## config.mk

```make
export PLATFORM = sky130hd
export DESIGN_NAME = bit_packer
export DESIGN_NICKNAME = d
export VERILOG_FILES = /design/src/rtl/bit_packer.sv
export SDC_FILE = /design/constraint.sdc
export NUM_CORES = 1
export LEC_CHECK = 0
export ABC_CLOCK_PERIOD_IN_PS = 7650
export CAP_MARGIN = 20
export CORE_MARGIN = 5
export CORE_UTILIZATION = 35
export CTS_BUF_LIST = sky130_fd_sc_hd__clkbuf_4
export DETAILED_ROUTE_END_ITERATION = 8
export DONT_BUFFER_PORTS = 1
export MAX_ROUTING_LAYER = met4
export SLEW_MARGIN = 5
export SYNTH_ARGS = -nofsm -noshare
export SYNTH_HDL_FRONTEND = slang
export SYNTH_SLANG_ARGS = --single-unit
```

## constraint.sdc

```tcl
create_clock -name clk -period 7.65 [get_ports clk]
set_input_delay 0.3825 -clock clk [delete_from_list [all_inputs] [get_ports clk]]
set_output_delay 0.3825 -clock clk [all_outputs]
set_load 0.02 [all_outputs]
```

## src/rtl/bit_packer.sv

```systemverilog
// Packs 0..WIDTH-bit codes LSB-first into WIDTH-bit words; a word completed on edge k shows on edge k+1.
// Input stalls (in_ready low) while a full word waits for a busy output slot or a flush is in progress.
module bit_packer #(
  parameter int WIDTH = 16
) (
  input  logic                   clk,
  input  logic                   rst,
  input  logic                   in_valid,
  output logic                   in_ready,
  input  logic [WIDTH-1:0]       in_data,
  input  logic [$clog2(WIDTH):0] in_len,
  input  logic                   flush,
  output logic                   flush_done,
  output logic                   out_valid,
  input  logic                   out_ready,
  output logic [WIDTH-1:0]       out_data,
  output logic                   out_last,
  output logic [$clog2(WIDTH):0] fill_level
);
  localparam int LW = $clog2(WIDTH) + 1;
  localparam logic [LW-1:0] W_L = LW'(WIDTH);

  typedef enum logic {RUN, FLUSH} state_t;

  state_t             state, state_n;
  logic [2*WIDTH-1:0] acc, acc_n;
  logic [LW-1:0]      fill, fill_n;
  logic               armed, armed_n;
  logic               out_valid_n, out_last_n, flush_done_n;
  logic [WIDTH-1:0]   out_data_n;
  logic [LW-1:0]      len;
  logic [WIDTH-1:0]   ones, masked;
  logic               slot_free, accept;

  assign len        = (in_len > W_L) ? W_L : in_len;
  assign ones       = '1;
  assign masked     = in_data & (ones >> (W_L - len));
  assign slot_free  = !out_valid || out_ready;
  assign in_ready   = (state == RUN) && (fill < W_L) && !flush;
  assign accept     = in_valid && in_ready;
  assign fill_level = fill;

  always_comb begin
    state_n      = state;
    acc_n        = acc;
    fill_n       = fill;
    armed_n      = armed;
    out_valid_n  = out_valid;
    out_data_n   = out_data;
    out_last_n   = out_last;
    flush_done_n = 1'b0;

    // A held flush must be seen low once before it can start another flush.
    if (!flush) armed_n = 1'b1;
    if (out_valid && out_ready) out_valid_n = 1'b0;

    case (state)
      RUN: begin
        if (accept) begin
          acc_n  = acc | ({{WIDTH{1'b0}}, masked} << fill);
          fill_n = fill + len;
        end else if (fill >= W_L && slot_free) begin
          out_data_n  = acc[WIDTH-1:0];
          out_valid_n = 1'b1;
          out_last_n  = 1'b0;
          acc_n       = acc >> WIDTH;
          fill_n      = fill - W_L;
        end else if (flush && armed && fill < W_L) begin
          state_n = FLUSH;
          armed_n = 1'b0;
        end
      end
      FLUSH: begin
        if (fill == '0) begin
          flush_done_n = 1'b1;
          state_n      = RUN;
        end else if (slot_free) begin
          out_data_n   = acc[WIDTH-1:0];
          out_valid_n  = 1'b1;
          out_last_n   = 1'b1;
          acc_n        = '0;
          fill_n       = '0;
          flush_done_n = 1'b1;
          state_n      = RUN;
        end
      end
      default: state_n = RUN;
    endcase
  end

  always_ff @(posedge clk) begin
    if (rst) begin
      state      <= RUN;
      acc        <= '0;
      fill       <= '0;
      armed      <= 1'b1;
      out_valid  <= 1'b0;
      out_data   <= '0;
      out_last   <= 1'b0;
      flush_done <= 1'b0;
    end else begin
      state      <= state_n;
      acc        <= acc_n;
      fill       <= fill_n;
      armed      <= armed_n;
      out_valid  <= out_valid_n;
      out_data   <= out_data_n;
      out_last   <= out_last_n;
      flush_done <= flush_done_n;
    end
  end
endmodule

```

==> load_flow_metrics.sql <==
INSERT INTO impl_metrics (metric_group, metric, value, unit) VALUES
('global_routing', 'antenna_found_initial', '0', ''),
('die', 'starting_density_of_the_core', '36.1', '%'),
('worst_setup_path', 'cp-end-kind', 'flop', ''),
('clock_network', 'worst_path_clk_slew', '0.09', 'ns'),
('synth', 'yosysTopAreaCellShare', '29.2', '%'),
('power', 'power_density', '168', 'nW/µm²'),
('layout', 'final_cell_mix', '75 x nand2_1, 62 x a21oi_1, 58 x dfxtp_1', ''),
('die', 'ios', '51', ''),
('synth', 'seq_area_frac_synth', '29.2', '%'),
('sta', 'fin_ws', '4.24', 'ns'),
('die', 'row_count', '38', ''),
('place', 'dp_slack', '4.29', 'ns'),
('worst_hold_path', 'worstHoldPathType', 'in -> reg', ''),
('die', 'die_area', '13600', 'µm²'),
('sta', 'slew_headroom', '30.8', '%'),
('layout', 'layout.cells.non_filler', '660', ''),
('synth', 'most_used_flip_flop_cell_after_synthesis', 'dfxtp_1', ''),
('sta', 'timing.final.crit_share', '44.6', '%'),
('synth', 'yosys_warnings', '0', ''),
('sta', 'fmax', '293', 'MHz'),
('clock_network', 'cts_tree', 'yes', ''),
('place', 'numPortBuffers', '0', ''),
('synth', 'syn-cell-area', '3970', 'µm²'),
('global_routing', 'gr-usage-all-layers', '21.1', '%'),
('drt', 'dr.first_iter.drc_count', '580', ''),
('drt', 'drt_wl_total', '13600', 'µm'),
('clock_network', 'cts_inserted_buffers', '9', ''),
('layout', 'area_growth', '6.81', '%'),
('die', 'die_h', '117', 'µm'),
('run', 'maxCapViolCount', '0', ''),
('global_routing', 'globalRoute.totalOverflow', '0', ''),
('global_routing', 'grt_start_max_net_pins', '34', ''),
('worst_setup_path', 'worst_path_arrival', '3.72', 'ns'),
('sta', 'final_min_period', '3.41', 'ns'),
('synth', 'postSynth.asyncResetShare', '0', '%'),
('worst_setup_path', 'nature_of_the_critical_path_startpoint', 'flop', ''),
('clock_network', 'ctsLongestPathBuffers', '2', ''),
('sta', 'worst_hold_slack', '0.0284', 'ns'),
('outcome', 'outcome', 'finished, final reports clean', ''),
('synth', 'syn-num-nets', '562', ''),
('die', 'die_x', '117', 'µm'),
('drt', 'routed_via_density', '6.41', ''),
('power', 'ir_worst_vdd', '0.142', 'mV'),
('sta', 'report.final.slew_viol_count', '0', ''),
('synth', 'post_synth.cell_area_avg', '7.52', 'µm²'),
('sta', 'fin_skew', '0.0170', 'ns'),
('sta', 'rsz0062_at_grt', 'no', ''),
('drt', 'wl_per_cell', '20.7', 'µm'),
('place', 'gpl.final_weighted_congestion', '0.964', ''),
('clock_network', 'numClockSinks', '58', ''),
('layout', 'nFillCells', '1165', ''),
('layout', 'mostFrequentLayoutCell', 'nand2_1', ''),
('clock_network', 'clock_tree.root_cell', 'clkbuf_4', ''),
('clock_network', 'cts_htree_levels', '3', ''),
('global_routing', 'grt_pass1_vias', '3978', ''),
('clock_network', 'clock_latency', '0.42', 'ns'),
('worst_setup_path', 'worstPathRequired', '7.96', 'ns'),
('global_routing', 'grt_first_pass_wirelength', '21700', 'µm'),
('place', 'place.detailed.instances', '637', ''),
('sta', 'worst-slew-pin-transition', '1.04', 'ns'),
('synth', 'post_synthesis_instance_total', '528', ''),
('synth', 'ys_seq_elements', '58', ''),
('drt', 'drcViolationCount', '0', ''),
('sta', 'final.setup.tns', '0', 'ns'),
('place', 'dp.final_hpwl', '9660', 'µm'),
('sta', 'finalSetupViolCount', '0', ''),
('layout', 'layout-drive-gt1-share', '7.51', '%'),
('worst_setup_path', 'crit_path_max_fanout', '26', ''),
('power', 'p_leak', '1.41', 'nW'),
('drt', 'antenna_violating_nets_post_route', '0', ''),
('synth', 'synth.largest_area_cell', 'dfxtp_1', ''),
('clock_network', 'post_cts_resized', '0', ''),
('layout', 'nets', '548', ''),
('synth', 'synth_edf_count', '0', ''),
('drt', 'detailroute.via_count', '4233', ''),
('clock_network', 'total_setup_buffers_inserted_after_cts', '0', ''),
('die', 'fp.coreArea', '11000', 'µm²'),
('synth', 'netlist-cell-type-count', '78', ''),
('synth', 'ys_top_cells_by_area', 'dfxtp_1 29%, a21oi_1 7.8%, nand2_1 7.1%', ''),
('sta', 'hold_viol', '0', ''),
('worst_setup_path', 'setup_cp_type', 'reg -> reg', ''),
('drt', 'first_pass_iters', '7', '');
[per-stage QoR]
step / util (%) / total power [mW] / area (µm²)
6_report: 38.6 / 0.712 / 4240
5_1_grt: 38.6 / 0.749 / 4240
4_1_cts: 38.2 / 0.708 / 4190
3_5_place_dp: 36.8 / 0.491 / 4040
3_3_place_gp: 36.8 / 0.490 / 4040
2_1_floorplan: - / 0.456 / 3970
[cell type report]
class,instances,area [µm²],area share [%]
diodes,1,2.50,0.0590
multi-input cells,420,2610,61.6
clock buffers,10,75.1,1.77
inverters,13,48.8,1.15
clock inverters,6,57.6,1.36
well taps,140,175,4.13
flip-flops and latches,58,1160,27.4
repair buffers,12,110,2.60
[final timing paths]
| check | from | endpoint | slack (ns) | cells after the start |
|---|---|---|---|---|
| max | state$_SDFF_PP0_ | acc[26]$_SDFFE_PP0P_ | 4.24 | 7 |
| min | rst | acc[0]$_SDFFE_PP0P_ | 0.03 | 1 |
| max reg2reg | state$_SDFF_PP0_ | acc[26]$_SDFFE_PP0P_ | 4.24 | 7 |
| min reg2reg | acc[0]$_SDFFE_PP0P_ | out_data[0]$_SDFFE_PP0P_ | 0.46 | 2 |
[kinds of logic (layout without fill, tap and decap cells)]
group	after synthesis	in the layout	share of synthesized area [%]
AOI/OAI and AO/OA	206	206	36.9
and+or+nand+nor	196	196	23.7
DFF	58	58	29.2
buffers and inverters	50	41	5.11
adders and majority gates	8	8	2.71
xor gates and xnor gates	5	5	1.10
muxes	5	5	1.29
other	0	1	0
[critical path, cell delays in order, from the launching register on]
cell,delay [ns]
dfxtp_1,0.37
nor3_1,0.66
nand2_1,0.74
a21oi_1,0.78
a21oi_1,0.34
a21oi_1,0.23
nor2_1,0.06
o311a_1,0.12
[sequential cells by signal, indices dropped and copies added (netlist names)]
name	flops
acc	32
fill_level	5
armed	1
out_valid	1
out_last	1
state	1
flush_done	1
out_data	16
[report_power, final]
| part | leakage [nW] | total [mW] | internal (mW) | switching [mW] |
|---|---|---|---|---|
| clock network | 0.0675 | 0.215 | 0.100 | 0.115 |
| logic | 0.872 | 0.175 | 0.0562 | 0.119 |
| registers | 0.469 | 0.321 | 0.311 | 0.00964 |
[timing repair]
action	4_1_cts	5_1_grt
hold buffers	2	3
hold endpoints to repair	15	10
endpoints found under the setup margin	0	0
[synthesized netlist by cell type, types with 8 or more instances]
library cell,n
a211oi_1,12
a21oi_1,62
clkbuf_1,26
dfxtp_1,58
inv_1,10
nand2_1,75
nand3_1,13
nor2_1,40
nor2b_1,8
nor3_1,27
o211ai_1,8
o21ai_0,15
o21ai_1,16
[routing by layer]
layer | up-vias | GRT usage, % | part of all wire (%)
met5 | - | - | 0
met2 | 230 | 31.7 | 45
met3 | 45 | 5.13 | 9.4
met1 | 1976 | 27.5 | 43
met4 | 0 | 7.50 | 2.9
li1 | 1982 | - | -
(Power assumes the default switching activity.)
